--- src/rtl/qpsk_iq_demod.sv ---
// QPSK I/Q integrate-and-dump demodulator: mixes samples with the NCO, integrates SPS products
// per symbol and slices the dumped integrals. Optional symbol re-alignment under QPSK_DEMOD_SYNC_EN.
module qpsk_iq_demod #(
  parameter int MPR = 12,
  parameter int DW  = 12,
  parameter int SPS = 32
) (
  input  logic                                   clk,
  input  logic                                   reset,
  input  logic                                   clken,
  input  logic [DW-1:0]                          din,
  input  logic                                   din_valid,
  input  logic [MPR-1:0]                         fcos_i,
  input  logic [MPR-1:0]                         fsin_i,
  input  logic                                   nco_valid,
`ifdef QPSK_DEMOD_SYNC_EN
  input  logic                                   sym_sync,
`endif
  output logic [DW+MPR+$clog2(SPS+1)-1:0]        i_acc_o,
  output logic [DW+MPR+$clog2(SPS+1)-1:0]        q_acc_o,
  output logic [1:0]                             sym_o,
  output logic                                   sym_valid
);

  localparam int CW = $clog2(SPS+1);
  localparam int AW = DW + MPR + CW;
  localparam int PW = DW + MPR;
  localparam logic [CW-1:0] LAST = CW'(SPS-1);

  logic                 w_accept;
  logic                 w_sync;
  logic signed [PW-1:0] w_din_x, w_cos_x, w_sin_x;
  logic signed [PW-1:0] w_pi, w_pq;
  logic signed [AW-1:0] w_pi_x, w_pq_x, w_sum_i, w_sum_q;

  logic [CW-1:0]        r_cnt;
  logic                 r_s1_valid;
  logic                 r_s1_last;
  logic signed [PW-1:0] r_pi, r_pq;
  logic signed [AW-1:0] r_acc_i, r_acc_q;
  logic [AW-1:0]        r_i_out, r_q_out;
  logic [1:0]           r_sym;
  logic                 r_sym_valid;

  assign w_accept = clken & din_valid & nco_valid;

`ifdef QPSK_DEMOD_SYNC_EN
  assign w_sync = clken & sym_sync;
`else
  assign w_sync = 1'b0;
`endif

  assign w_din_x = PW'($signed(din));
  assign w_cos_x = PW'($signed(fcos_i));
  assign w_sin_x = PW'($signed(fsin_i));
  assign w_pi    = w_din_x * w_cos_x;
  assign w_pq    = w_din_x * w_sin_x;

  assign w_pi_x  = {{CW{r_pi[PW-1]}}, r_pi};
  assign w_pq_x  = {{CW{r_pq[PW-1]}}, r_pq};
  assign w_sum_i = r_acc_i + w_pi_x;
  assign w_sum_q = r_acc_q + w_pq_x;

  // Stage 1: products plus a tag marking the final sample of the symbol.
  always_ff @(posedge clk or posedge reset) begin
    if (reset) begin
      r_cnt      <= '0;
      r_s1_valid <= 1'b0;
      r_s1_last  <= 1'b0;
      r_pi       <= '0;
      r_pq       <= '0;
    end else if (clken) begin
      r_s1_valid <= w_accept;
      if (w_accept) begin
        r_pi <= w_pi;
        r_pq <= w_pq;
      end
      if (w_sync) begin
        // a sample arriving with the strobe becomes sample 0 of the new symbol
        r_cnt     <= w_accept ? CW'(1) : '0;
        r_s1_last <= 1'b0;
      end else if (w_accept) begin
        r_s1_last <= (r_cnt == LAST);
        r_cnt     <= (r_cnt == LAST) ? '0 : r_cnt + CW'(1);
      end
    end
  end

  // Stage 2: integrate, or dump the final sum and restart from zero.
  always_ff @(posedge clk or posedge reset) begin
    if (reset) begin
      r_acc_i     <= '0;
      r_acc_q     <= '0;
      r_i_out     <= '0;
      r_q_out     <= '0;
      r_sym       <= 2'b00;
      r_sym_valid <= 1'b0;
    end else begin
      r_sym_valid <= 1'b0;
      if (clken) begin
        if (w_sync) begin
          r_acc_i <= '0;
          r_acc_q <= '0;
        end else if (r_s1_valid) begin
          if (r_s1_last) begin
            r_i_out     <= w_sum_i;
            r_q_out     <= w_sum_q;
            r_sym       <= {w_sum_i[AW-1], w_sum_q[AW-1]};
            r_sym_valid <= 1'b1;
            r_acc_i     <= '0;
            r_acc_q     <= '0;
          end else begin
            r_acc_i <= w_sum_i;
            r_acc_q <= w_sum_q;
          end
        end
      end
    end
  end

  assign i_acc_o   = r_i_out;
  assign q_acc_o   = r_q_out;
  assign sym_o     = r_sym;
  assign sym_valid = r_sym_valid;

endmodule

--- config.mk ---
export PLATFORM = sky130hd
export DESIGN_NAME = qpsk_iq_demod
export DESIGN_NICKNAME = d
export VERILOG_FILES = /design/src/rtl/qpsk_iq_demod.sv
export SDC_FILE = /design/constraint.sdc
export NUM_CORES = 1
export LEC_CHECK = 0
export CAP_MARGIN = 20
export CORE_AREA = 2 2 226 228
export CTS_CLUSTER_DIAMETER = 100
export CTS_CLUSTER_SIZE = 40
export DETAILED_ROUTE_END_ITERATION = 8
export DIE_AREA = 0 0 228 230
export PLACE_DENSITY = 0.53
export SYNTH_ARGS = -nofsm -noshare
export SYNTH_HDL_FRONTEND = slang
export SYNTH_SLANG_ARGS = --single-unit
--- constraint.sdc ---
create_clock -name clk -period 16 [get_ports clk]
set_clock_uncertainty 0.15 [all_clocks]
set_input_delay 3.2 -clock clk [delete_from_list [all_inputs] [get_ports clk]]
set_output_delay 3.2 -clock clk [all_outputs]
set_load 0.03 [all_outputs]
After elaboration in Yosys (flattened, before gate mapping)
Cells that the tools add are included.
- register bits after elaboration: 179
- bits in latches: 0
- memories kept: 0
- bits in writable memories: 0
- memory bits (read-only): 0
- div/mod/pow operators: 0
- equality and inequality tests: 1
- add/sub/neg operators: 3
- multiply operators: 2
- bitwise gates (word level): 2
- shift-type cells: 0
- mux-type cells: 6
- reductions and logical operators: 3
- order comparisons: 0
- operators with widths (cell ; number):
    30-bit by 24-bit adder with 30-bit output ; 2
    30-bit two-way mux ; 2
    12-bit by 12-bit multiplier with 24-bit output ; 2
    6-bit by 1-bit adder with 6-bit output (second input constant) ; 1
    6-bit by 5-bit equality test with 1-bit output (second input constant) ; 1
    6-bit two-way mux ; 1
    2-bit AND reduction ; 2
    1-bit two-way mux ; 3
    3-bit AND reduction ; 1
    1-bit bitwise AND ; 2

Longest topological paths before layout
- word-level depth: 3
- mapped depth: 23

Least setup slack after synthesis
Ideal clock, no wire load.
- path type: input to register
- from: in fcos_i[0]
- to: reg r_pi[23]
- library setup time: 132 ps
- data arrival time: 8272 ps
- stages on the path: 23
- path slack: 7446 ps
- path through: clkbuf_1 -> nand2_1 -> inv_1 -> fa_1 -> inv_1 -> fa_1 -> fa_1 -> inv_1 -> fa_1 -> inv_1 -> fa_1 -> inv_1 -> ha_1 -> o21a_1 -> o21a_1 -> o21a_1 -> o311a_1 -> o2111ai_1 -> a31oi_1 -> or4_1 -> a31oi_1 -> xnor2_1 -> o21ai_1
- longest elaborated chain between the ends: 1
- ends and longest elaborated chain (what ; line ; source):
    start, declared ; 13 ; input logic [MPR-1:0] fcos_i,
    12-bit by 12-bit multiplier with 24-bit output ; 56 ; assign w_pi = w_din_x * w_cos_x;
    end signal, assigned ; 75 ; r_pi <= w_pi;
    end, declared ; 39 ; logic signed [PW-1:0] r_pi, r_pq;
No other way between the ends.
A chain may end at the register's enable or synchronous reset.

Worst setup path in the final report
- from: in din[5]
- to: reg r_pi[23]
- longest elaborated chain between the ends: 1
- ends and longest elaborated chain (what ; line ; source):
    start, declared ; 11 ; input logic [DW-1:0] din,
    12-bit by 12-bit multiplier with 24-bit output ; 56 ;
No other way between the ends.

==> results.py <==
metrics = {
    "synthesis": {
        "synth_area_sq_mm": 0.0198,
        "synth.ff_latch_count": 177,
        "synth_nets": 2659,
        "postSynthCellCount": 2179,
        "ys_seq_area_frac": 0.224,
        "synth_warnings": 0,
        "synth.distinct_cells": 68,
        "syn-mean-instance-area_sq_um": 9.07,
        "ys.flop_type": "dfrtp_1",
        "async_reset_ff_frac": 1.00,
        "synth_edf_count": 0,
    },
    "worst_setup_path": {
        "start_kind": "input pin",
        "worstPathRequired_ns": 16.14,
        "rrSetupSlack_ns": 12.25,
        "worstSetupPathType": "input pin to flip-flop",
        "critPathCapture": "r_pi[23]",
        "r2r-end": "r_acc_q[26]",
        "critPathMaxFanout": 24,
        "r2r_start": "r_pq[0]",
        "end_kind": "flip-flop",
        "reg2reg_depth": 12,
        "cp_data_arrival_time_ns": 9.52,
        "setup.worst_path.start": "din[5]",
    },
    "placement": {
        "hpwl_um": 35000,
        "place.gp.congestion": 0.843,
        "numPlacedInstances": 2877,
        "placed_area_sq_mm": 0.0214,
        "io_buffer_count": 103,
    },
    "global_route": {
        "first_global_vias": 15117,
        "grt_pass1_wl_um": 76800,
        "antenna_found_initial": 1,
        "grt_start_max_net_pins": 89,
        "grt-ovfl-total": 0,
        "globalRouteTotalUtil": 0.178,
    },
    "cells_and_area": {
        "nets": 2704,
        "nFillCells": 4970,
        "fin_area_sq_mm": 0.0220,
        "drive_gt1_frac": 0.0259,
        "syn_to_final_growth_pct": 11.3,
        "ff_latch_area_sq_mm": 0.00443,
        "fin_cells": 2909,
        "multi_input_comb_area_sq_mm": 0.0137,
    },
    "route": {
        "dr.pass1.iters": 5,
        "first_iter_violations": 787,
        "avgRoutedWirePerCell_um": 15.2,
        "num_vias": 14499,
        "ant_nets": 0,
        "wl_um": 44300,
        "routed_via_density": 4.98,
        "drc_errors": 0,
    },
    "sta": {
        "timing.fmax_ghz": 0.107,
        "slew_violations": 0,
        "tns_ns": 0,
        "hold_violations": 0,
        "setup_viol": 0,
        "tightestPinTransition_ns": 1.02,
        "hold_slack_ns": 0.329,
        "slew_headroom": 0.320,
        "post-route-period-util": 0.586,
        "period_minus_slack_ns": 9.38,
        "rsz0062_at_grt": "false",
    },
    "floorplan": {
        "num_rows": 82,
        "initial_utilization": 0.396,
        "die_area_sq_mm": 0.0524,
        "core_sq_mm": 0.0499,
        "die_h_um": 230,
        "fp.dieW_um": 228,
        "num_io_pins": 104,
    },
    "flow_run": {
        "drv_cap": 0,
    },
    "clocking": {
        "cts.path.max_buffers": 2,
        "insertion_delay_ns": 0.44,
        "cts_tree": "done",
        "cts_resized": 0,
        "cts_made_buffers": 17,
        "cts-htree-levels": 4,
        "cts_hold_buf": 0,
        "post_cts_buffers": 0,
        "clkTransAtPathRegs_ns": 0.07,
        "cts-root-buf": "clkbuf_16",
        "cts.sinks": 177,
    },
    "power": {
        "p_total_uw": 4450,
        "power.leakage_uw": 0.0109,
        "power_density_mw_per_mm2": 202,
        "vdd.ir_drop.worst_mv": 0.186,
    },
    "worst_hold_path": {
        "hp-start": "r_cnt[4]",
        "hp-class": "flip-flop to flip-flop",
    },
    "outcome": {
        "status": "finished, final reports clean",
    },
}
-- critical path: stages --
cell             delay (ns)
clkdlybuf4s50_1        0.94
and2_1                 0.40
fa_1                   0.54
inv_1                  0.05
fa_1                   0.53
inv_1                  0.05
fa_1                   0.46
fa_1                   0.49
inv_1                  0.05
fa_1                   0.47
inv_1                  0.04
ha_1                   0.32
o21a_1                 0.13
o21a_1                 0.18
o21a_1                 0.20
o311a_1                0.14
o2111ai_1              0.28
a31oi_1                0.18
or4_1                  0.43
a31oi_1                0.20
xnor2_1                0.14
o21ai_1                0.08
-- flip-flops by register name (all words and copies together), names as in the netlist --
name        count
i_acc_o        30
q_acc_o        29
r_acc_i        30
r_acc_q        30
r_cnt           6
r_pi           24
r_pq           24
r_s1_last       1
r_s1_valid      1
sym_o           1
sym_valid       1
-- Yosys cell counts, types with 5 or more instances --
cell type	instances	area, sq um
nand2_1	404	1520
inv_1	341	1280
fa_1	278	5570
dfrtp_1	177	4430
ha_1	161	2010
o21ai_1	147	736
and2_1	90	563
clkbuf_1	81	304
a21oi_1	66	330
xnor2_1	64	561
nor2_1	57	214
xor2_1	41	359
o21ai_0	36	180
a21o_1	31	233
nand2b_1	24	150
nor3_1	17	85.1
nand3_1	14	70.1
o21a_1	13	97.6
o31ai_1	13	97.6
o21bai_1	12	90.1
a31oi_1	11	68.8
and3_1	10	62.6
nand4_1	6	37.5
o211ai_1	6	45.0
a211o_1	5	43.8
-- layout by cell type, fill, tap and decap left out, drive strengths merged, types with 31 or more instances in the layout --
master	netlist	routed
nor2	57	57
nand2	404	404
and2	90	90
clkdlybuf4s50	0	103
a21oi	67	67
o21ai	183	183
xor2	41	41
a21o	31	31
inv	343	346
dfrtp	177	177
ha	161	161
xnor2	64	64
fa	278	278
-- how the worst min path moves through the flow --
stage | cells past startpoint | endpoint
6_report | 1 | r_cnt[4]
2_1_floorplan | 2 | r_pi[0]
3_3_place_gp | 1 | r_cnt[4]
5_1_grt | 1 | r_cnt[4]
3_5_place_dp | 1 | r_cnt[4]
4_1_cts | 1 | r_cnt[4]
-- layer usage --
layer	global-route usage	wire length (um)
met1	0.256	21800
met5	0	0
met4	0.0333	384
met2	0.292	20600
met3	0.0208	1560
-- layout make-up --
| cell class | count | share of cell area |
|---|---|---|
| multi-input combinational | 1570 | 0.624 |
| inverter | 345 | 0.0591 |
| tap | 672 | 0.0382 |
| antenna | 1 | 0.000114 |
| timing repair buffer | 113 | 0.0503 |
| clock buffer | 20 | 0.0208 |
| sequential | 177 | 0.201 |
| clock inverter | 11 | 0.00586 |
-- power breakdown --
| group | leakage (uW) | switching, uW | internal [uW] |
|---|---|---|---|
| registers | 0.00231 | 110 | 573 |
| logic | 0.00826 | 1900 | 1440 |
| clock network | 0.000283 | 190 | 239 |
-- logic make-up after synthesis --
kind of cell | count (synthesis) | synth area share
simple gates | 646 | 0.146
mux | 4 | 0.00222
compound gates | 376 | 0.115
fa+ha+maj | 439 | 0.384
flops | 177 | 0.224
xor+xnor | 105 | 0.0466
buf+inv | 432 | 0.0825
-- stage by stage --
stage,util,setup WS (ns)
finish,0.441,6.62
global route,0.441,6.30
CTS,0.441,6.64
detailed placement,0.429,6.16
global placement,0.429,6.29
floorplan,-,7.45
(Power assumes the default switching activity.)
